===== src/rtl/reg_seq_pkg.sv =====
// Shared op codes, FSM encoding and op classification helpers for the
// register operation sequencer.
package reg_seq_pkg;

  typedef enum logic [3:0] {
    OP_NOP  = 4'd0,
    OP_CLR  = 4'd1,
    OP_LOAD = 4'd2,
    OP_INC  = 4'd3,
    OP_DEC  = 4'd4,
    OP_SHR  = 4'd5,
    OP_SHL  = 4'd6,
    OP_ROR  = 4'd7,
    OP_ROL  = 4'd8
  } op_t;

  typedef enum logic [1:0] {
    ST_IDLE = 2'd0,
    ST_RUN  = 2'd1,
    ST_DONE = 2'd2
  } state_t;

  // CLR/LOAD strobe exactly once regardless of the requested count.
  function automatic logic op_single(op_t op);
    return (op == OP_CLR) || (op == OP_LOAD);
  endfunction

  function automatic logic op_counted(op_t op);
    return (op == OP_INC) || (op == OP_DEC) || (op == OP_SHR) ||
           (op == OP_SHL) || (op == OP_ROR) || (op == OP_ROL);
  endfunction

endpackage


===== src/rtl/reg_op_sequencer_if.sv =====
// Command channel between the control unit (master) and the sequencer (slave).
interface reg_op_sequencer_if #(
  parameter int DATA_WIDTH = 16,
  parameter int CNT_WIDTH  = 5
) ();
  import reg_seq_pkg::*;

  logic                  cmd_valid;
  logic                  cmd_ready;
  op_t                   cmd_op;
  logic [CNT_WIDTH-1:0]  cmd_cnt;
  logic                  cmd_fill;
  logic [DATA_WIDTH-1:0] cmd_data;
  logic                  abort;

  modport master (
    output cmd_valid, cmd_op, cmd_cnt, cmd_fill, cmd_data, abort,
    input  cmd_ready
  );

  modport slave (
    input  cmd_valid, cmd_op, cmd_cnt, cmd_fill, cmd_data, abort,
    output cmd_ready
  );

endinterface


===== src/rtl/reg_op_sequencer.sv =====
// Drives one register's strobes for N cycles per accepted command, so
// multi-step inc/dec/shift/rotate need no per-step control from the CPU.
module reg_op_sequencer
  import reg_seq_pkg::*;
#(
  parameter int DATA_WIDTH = 16,
  parameter int CNT_WIDTH  = 5
) (
  input  logic                  clk,
  input  logic                  rst_n,
  reg_op_sequencer_if.slave     cmd,
  input  logic [DATA_WIDTH-1:0] reg_q,
  output logic                  reg_cl,
  output logic                  reg_ld,
  output logic                  reg_inc,
  output logic                  reg_dec,
  output logic                  reg_sr,
  output logic                  reg_sl,
  output logic                  reg_ir,
  output logic                  reg_il,
  output logic [DATA_WIDTH-1:0] reg_in,
  output logic                  busy,
  output logic                  done,
  output logic                  aborted
);

  state_t                state;
  op_t                   op;
  logic [CNT_WIDTH-1:0]  cnt;
  logic                  fill;
  logic [DATA_WIDTH-1:0] data;
  logic                  ready_q, busy_q, done_q, aborted_q;
  logic [CNT_WIDTH-1:0]  reps;

  always_comb begin
    reps = '0;
    if (op_single(cmd.cmd_op))       reps = CNT_WIDTH'(1);
    else if (op_counted(cmd.cmd_op)) reps = cmd.cmd_cnt;
  end

  always_ff @(posedge clk) begin
    if (!rst_n) begin
      state     <= ST_IDLE;
      op        <= OP_NOP;
      cnt       <= '0;
      fill      <= 1'b0;
      data      <= '0;
      ready_q   <= 1'b1;
      busy_q    <= 1'b0;
      done_q    <= 1'b0;
      aborted_q <= 1'b0;
    end else begin
      done_q    <= 1'b0;
      aborted_q <= 1'b0;
      case (state)
        ST_IDLE: begin
          if (cmd.cmd_valid) begin
            op      <= cmd.cmd_op;
            fill    <= cmd.cmd_fill;
            data    <= cmd.cmd_data;
            cnt     <= reps;
            ready_q <= 1'b0;
            busy_q  <= 1'b1;
            if (reps == '0) begin
              state  <= ST_DONE;
              done_q <= 1'b1;
            end else begin
              state  <= ST_RUN;
            end
          end
        end
        ST_RUN: begin
          cnt <= cnt - CNT_WIDTH'(1);
          if (cnt == CNT_WIDTH'(1) || cmd.abort) begin
            state     <= ST_DONE;
            done_q    <= 1'b1;
            // An abort on the final strobe cycle ends nothing early.
            aborted_q <= (cnt != CNT_WIDTH'(1));
          end
        end
        ST_DONE: begin
          state   <= ST_IDLE;
          cnt     <= '0;
          ready_q <= 1'b1;
          busy_q  <= 1'b0;
        end
        default: begin
          state   <= ST_IDLE;
          ready_q <= 1'b1;
          busy_q  <= 1'b0;
        end
      endcase
    end
  end

  assign cmd.cmd_ready = ready_q;
  assign busy          = busy_q;
  assign done          = done_q;
  assign aborted       = aborted_q;

  // Strobes stay combinational so rotates see the current reg_q each cycle.
  always_comb begin
    reg_cl  = 1'b0;
    reg_ld  = 1'b0;
    reg_inc = 1'b0;
    reg_dec = 1'b0;
    reg_sr  = 1'b0;
    reg_sl  = 1'b0;
    reg_ir  = 1'b0;
    reg_il  = 1'b0;
    reg_in  = '0;
    if (state == ST_RUN) begin
      case (op)
        OP_CLR:  reg_cl  = 1'b1;
        OP_LOAD: begin
          reg_ld = 1'b1;
          reg_in = data;
        end
        OP_INC:  reg_inc = 1'b1;
        OP_DEC:  reg_dec = 1'b1;
        OP_SHR:  begin
          reg_sr = 1'b1;
          reg_ir = fill;
        end
        OP_SHL:  begin
          reg_sl = 1'b1;
          reg_il = fill;
        end
        OP_ROR:  begin
          reg_sr = 1'b1;
          reg_ir = reg_q[0];
        end
        OP_ROL:  begin
          reg_sl = 1'b1;
          reg_il = reg_q[DATA_WIDTH-1];
        end
        default: ;
      endcase
    end
  end

endmodule

===== src/flat_wrapper.sv =====
// flat-port wrapper written by rule: the top's interface ports become plain ports
module reg_op_sequencer_flat import reg_seq_pkg::*;
#(
  parameter int DATA_WIDTH = 16,
  parameter int CNT_WIDTH  = 5
)
  (clk, rst_n, reg_q, reg_cl, reg_ld, reg_inc, reg_dec, reg_sr, reg_sl, reg_ir, reg_il, reg_in, busy, done, aborted, cmd_cmd_valid, cmd_cmd_op, cmd_cmd_cnt, cmd_cmd_fill, cmd_cmd_data, cmd_abort, cmd_cmd_ready);
  reg_op_sequencer_if #(.DATA_WIDTH(DATA_WIDTH), .CNT_WIDTH(CNT_WIDTH)) cmd_i ();
  input  logic clk;
  input  logic rst_n;
  input  logic [DATA_WIDTH-1:0] reg_q;
  output logic reg_cl;
  output logic reg_ld;
  output logic reg_inc;
  output logic reg_dec;
  output logic reg_sr;
  output logic reg_sl;
  output logic reg_ir;
  output logic reg_il;
  output logic [DATA_WIDTH-1:0] reg_in;
  output logic busy;
  output logic done;
  output logic aborted;
  input wire logic [$bits(cmd_i.cmd_valid)-1:0] cmd_cmd_valid;
  input wire logic [$bits(cmd_i.cmd_op)-1:0] cmd_cmd_op;
  input wire logic [$bits(cmd_i.cmd_cnt)-1:0] cmd_cmd_cnt;
  input wire logic [$bits(cmd_i.cmd_fill)-1:0] cmd_cmd_fill;
  input wire logic [$bits(cmd_i.cmd_data)-1:0] cmd_cmd_data;
  input wire logic [$bits(cmd_i.abort)-1:0] cmd_abort;
  output wire logic [$bits(cmd_i.cmd_ready)-1:0] cmd_cmd_ready;
  assign cmd_i.cmd_valid = cmd_cmd_valid;
  assign cmd_i.cmd_op = cmd_cmd_op;
  assign cmd_i.cmd_cnt = cmd_cmd_cnt;
  assign cmd_i.cmd_fill = cmd_cmd_fill;
  assign cmd_i.cmd_data = cmd_cmd_data;
  assign cmd_i.abort = cmd_abort;
  assign cmd_cmd_ready = cmd_i.cmd_ready;
  reg_op_sequencer #(.DATA_WIDTH(DATA_WIDTH), .CNT_WIDTH(CNT_WIDTH)) u_core (.clk(clk), .rst_n(rst_n), .cmd(cmd_i), .reg_q(reg_q), .reg_cl(reg_cl), .reg_ld(reg_ld), .reg_inc(reg_inc), .reg_dec(reg_dec), .reg_sr(reg_sr), .reg_sl(reg_sl), .reg_ir(reg_ir), .reg_il(reg_il), .reg_in(reg_in), .busy(busy), .done(done), .aborted(aborted));
endmodule

===== config.mk =====
export PLATFORM = sky130hd
export DESIGN_NAME = reg_op_sequencer_flat
export DESIGN_NICKNAME = d
export VERILOG_FILES = /design/src/rtl/reg_seq_pkg.sv /design/src/rtl/reg_op_sequencer_if.sv /design/src/rtl/reg_op_sequencer.sv /design/src/flat_wrapper.sv
export SDC_FILE = /design/constraint.sdc
export NUM_CORES = 1
export LEC_CHECK = 0
export BUFFER_PORTS_ARGS = -buffer_cell sky130_fd_sc_hd__clkbuf_2
export CORE_ASPECT_RATIO = 1.4
export CORE_UTILIZATION = 50
export CTS_CLUSTER_DIAMETER = 60
export CTS_CLUSTER_SIZE = 16
export DETAILED_ROUTE_END_ITERATION = 10
export GPL_ROUTABILITY_DRIVEN = 0
export PLACE_DENSITY_LB_ADDON = 0.15
export SYNTH_ARGS = -nofsm -noshare
export SYNTH_HDL_FRONTEND = slang
export SYNTH_SLANG_ARGS = --single-unit

===== constraint.sdc =====
create_clock -name clk -period 2.8 [get_ports clk]
set_input_delay 0.14 -clock clk [delete_from_list [all_inputs] [get_ports clk]]
set_output_delay 0.14 -clock clk [all_outputs]
set_load 0.02 [all_outputs]

Yosys cells after proc, flatten, opt, wreduce, memory -nomap -nowiden:

Cells that the tools add are included.

* register bits: 32
* output and inout bits: 28
* word-level logic and storage cells: 84

* add/subtract/negate cells: 1
* equality and inequality tests: 22
* mux-type cells: 34
* bitwise gates (word level): 1
* reductions and logical operators: 17

Operator list (count)
* == test 4 x 3 -> 1 bit, second input constant: 8
* two-way mux 16 bit: 2
* two-way mux 1 bit: 19
* == test 4 x 2 -> 1 bit, second input constant: 4
* two-way mux 5 bit: 3
* one-hot mux 5 bit (3 select lines): 1
* one-hot mux 1 bit (2 select lines): 5
* == test 4 x 1 -> 1 bit, second input constant: 2
* == test 4 bit, second input constant: 2
* AND reduction 2 bit: 4
* logical OR 1 bit: 7
* two-way mux 2 bit: 3
* == test 5 x 1 -> 1 bit, second input constant: 1
* logical NOT 5 bit: 1
* inequality test 5 x 1 -> 1 bit, second input constant: 1
* subtractor 5 x 1 -> 5 bit, second input constant: 1
* one-hot mux 2 bit (2 select lines): 1
* OR reduction 2 bit: 2
* AND reduction 3 bit: 1
* nonzero test 3 bit: 1
* == test 2 x 1 -> 1 bit, second input constant: 1
* == test 2 bit, second input constant: 1
* logical NOT 2 bit: 1
* inequality test 2 x 1 -> 1 bit, second input constant: 1
* 2 further kinds: 2

Longest topological paths before layout:

* depth after elaboration: 12
* depth in mapped cells: 7
* gate-level depth less buffers: 6

Worst setup path before layout:

Ideal clock, no wire load.

* path type: register to output
* from: reg u_core.state[1]
* to: out reg_in[10]
* arrival: 1.636 ns
* data required time: 2.660 ns
* path slack: 1.024 ns
* stages on the path, launching flop included: 8
* cells stage by stage: dfxtp_1 inv_1 ha_1 clkbuf_2 nand2b_1 nor3_2 clkbuf_1 and2_1

* word-level cells in the longest chain between the ends: 2

Ends and longest elaborated chain
* start: declaration: line reg_op_sequencer.sv:27 `state_t state;`
* start signal: assignment: line reg_op_sequencer.sv:43 `state <= ST_IDLE;`
* start signal: assignment: line reg_op_sequencer.sv:65 `state <= ST_DONE;`
* start signal: assignment: line reg_op_sequencer.sv:68 `state <= ST_RUN;`
* == test 2 x 1 -> 1 bit: line reg_op_sequencer.sv:112 `if (state == ST_RUN) begin`
* two-way mux 16 bit: line reg_op_sequencer.sv:112
* end: declaration: line flat_wrapper.sv:20 `output logic [DATA_WIDTH-1:0] reg_in;`

Every way passes these cells.

Worst setup path in the final report:

* from: reg u_core.state[1]
* to: out reg_in[9]

The elaborated chain is that of the path after synthesis.

==> run_results.csv <==
group,metric,value,unit
pwr,power,1.29,mW
clocking,cts_resized,0,
placed_design,dp_worst_setup_slack,1.11,ns
routing,wl_per_cell,11.6,microns
clocking,clk_pin_slew,0.06,ns
finish,drive_gt1_frac,0.299,
sta,worst_pin_slew,0.682,ns
finish,seq_area,641,sq um
logic_synthesis,yosysWarnings,0,
grt,grt_start_max_net_pins,32,
sta,rsz0062_at_grt,"false",
logic_synthesis,avgSynthCellArea,8.03,sq um
floorplan,die-area,0.00356,sq mm
grt,grt_use_total,0.222,
routing,drc_errors,0,
placed_design,dp_hpwl,2570,microns
logic_synthesis,ys_seq_elements,32,
routing,firstDrtPassIters,4,
finish,layout_commonest_cell,"clkbuf_2",
setup_path,max_stage_delay,0.33,ns
logic_synthesis,synth_area,0.00166,sq mm
clocking,clk_path_buf_depth,2,
sta,worst_slack,0.821,ns
sta,whs,0.0715,ns
clocking,clock_latency,0.28,ns
setup_path,crit_type,"flop to output pin",
sta,period_needed,1.98,ns
clocking,postCtsSetupRepairBufs,0,
setup_path,slowest_stage,"ha_1",
sta,fin_worst_skew,0.00392,ns
finish,final_core_util,0.666,
routing,wl,3510,microns
sta,fin_crit_sh,0.707,
finish,fillerInstances,286,
placed_design,portBuffers,59,
finish,diodes,0,
setup_path,cp_max_fo,17,
logic_synthesis,ys_seq_area_frac,0.385,
finish,area_delta_synth_final,26.3,%
sta,setup_tns,0,ns
floorplan,die_h,70.2,microns
logic_synthesis,synth_cells,207,
floorplan,core.rowCount,24,
routing,vias,1575,
clocking,cts_buffers,5,
clocking,h-tree-depth,2,
pwr,leakage,0.924,nW
grt,grt_pass1_vias,1477,
routing,vias_per_cell,5.20,
logic_synthesis,synth_cell_types,38,
grt,antenna_found_initial,0,
setup_path,end_kind,"output pin",
finish,final_cell_mix,"clkbuf_2 (59), nand2_1 (50), dfxtp_1 (32), and2_1 (17), a21boi_0 (13)",
routing,postRouteAntennaNets,0,
worst_hold_path,hp-class,"primary input to flop",
floorplan,core_area,0.00315,sq mm
sta,slew_headroom,0.544,
grt,grt_pass1_wl,6010,microns
run_status,status,"finished, final reports clean",
setup_path,arrival,1.84,ns
clocking,cts_tree,"done",
floorplan,initial_core_util,0.527,
sta,hold_violations,0,
routing,drt_iter0_drc,15,
clocking,cts-hold-fix-buffers,0,
sta,final-setup-viol-count,0,
sta,drv_slew,0,
finish,multi_input_area,945,sq um
pwr,powerDensity,614,mW/mm^2
setup_path,crit_chain,"inv_1, ha_1, nand2b_1, nor3_2, buf_4, and2_1, clkbuf_2",
setup_path,cp-start-kind,"flop",
clocking,cts_sinks,32,
grt,overflow,0,
flow_run,drv_cap,0,
pwr,irDropWorstVdd,0.546,mV
floorplan,num_io_pins,74,
clocking,root_buffer,"clkbuf_8",
floorplan,die-width,50.7,microns
sta,fmax,505,MHz
finish,nets,313,
logic_synthesis,synth_nets,257,
setup_path,required,2.66,ns
-- final cells by class --
cell class	instances	share of cell area
multi-input combinational	155	0.450
clock inverter	1	0.0143
inverter	8	0.0143
timing repair buffer	61	0.148
tap	39	0.0232
sequential	32	0.305
clock buffer	7	0.0459
-- worst max-delay path, delay by kind of cell (launching register included) --
kind | cells | cell delay (ns)
fa+ha+maj | 1 | 0.33
buf+inv | 3 | 0.44
flops | 1 | 0.31
simple gates | 3 | 0.47
-- where the power goes --
group          leakage [nW]  internal [mW]  total (mW)  switching, mW
clock                0.0645          0.314       0.479          0.166
sequential            0.263          0.505       0.539         0.0334
combinational         0.596          0.119       0.271          0.152
-- kinds of logic after synthesis --
| group | count (synthesis) | synth area share |
|---|---|---|
| and+or+nand+nor | 99 | 0.303 |
| AOI/OAI and AO/OA | 48 | 0.211 |
| DFF | 32 | 0.385 |
| buffers and inverters | 20 | 0.0466 |
| adders and majority gates | 4 | 0.0301 |
| xor gates and xnor gates | 2 | 0.0105 |
| muxes | 2 | 0.0128 |
-- cells in the mapped netlist --
cell       number  area, sq um
buf_2           1         5.00
nand3_1         3         15.0
a21boi_0       13         97.6
clkbuf_1       10         37.5
nor3b_1         4         30.0
inv_1           7         26.3
dfxtp_1        32          641
a21oi_1         6         30.0
nand2_1        50          188
nand2b_1        3         18.8
nand3b_1        2         15.0
and4b_4         1         13.8
a2bb2oi_1       2         17.5
o41ai_1         1         8.76
a211oi_2        2         25.0
nor4_1          2         12.5
clkbuf_2        1         5.00
o21ai_0         7         35.0
nor3_2          2         20.0
mux2_2          1         11.3
and2_1         17          106
ha_1            4         50.1
a22oi_1         1         7.51
xnor2_1         2         17.5
o211ai_1        1         7.51
nor4b_2         1         15.0
o221a_1         1         11.3
o32ai_2         1         16.3
nor2_1          9         33.8
or3_4           1         11.3
a21boi_1        9         67.6
inv_2           1         3.75
and4b_1         1         10.0
o21bai_1        1         7.51
nor3_1          3         15.0
a31oi_1         2         12.5
mux2i_1         1         10.0
a211oi_1        1         7.51
-- per-stage QoR --
step	cells	instance area (sq um)
after floorplan	207	1660
after global placement	295	1970
after detailed placement	295	1970
after CTS	303	2100
after global routing	303	2100
final	303	2100
-- routing by layer --
metal | vias to the layer above | track usage | wire [microns]
li1 | 806 | - | -
met1 | 724 | 0.220 | 1390
met2 | 39 | 0.415 | 1940
met3 | 6 | 0.0588 | 128
met4 | 0 | 0.0957 | 57
met5 | - | 0 | 0
-- final timing paths --
kind / from / endpoint / slack, ns / cells past startpoint
min: cmd_cmd_data[7] / u_core.data[7] / 0.07 / 3
max reg2reg: u_core.state[0] / u_core.data[15] / 1.24 / 5
max: u_core.state[1] / reg_in[9] / 0.82 / 7
min reg2reg: u_core.data[14] / u_core.data[14] / 0.45 / 2
-- sequential cells by signal (all words and copies together), names as in the netlist --
register              count
u_core.busy               1
u_core.aborted            1
u_core.cmd.cmd_ready      1
u_core.fill               1
u_core.op                 4
u_core.done               1
u_core.cnt                5
u_core.data              16
u_core.state              2
(Power assumes the default switching activity.)
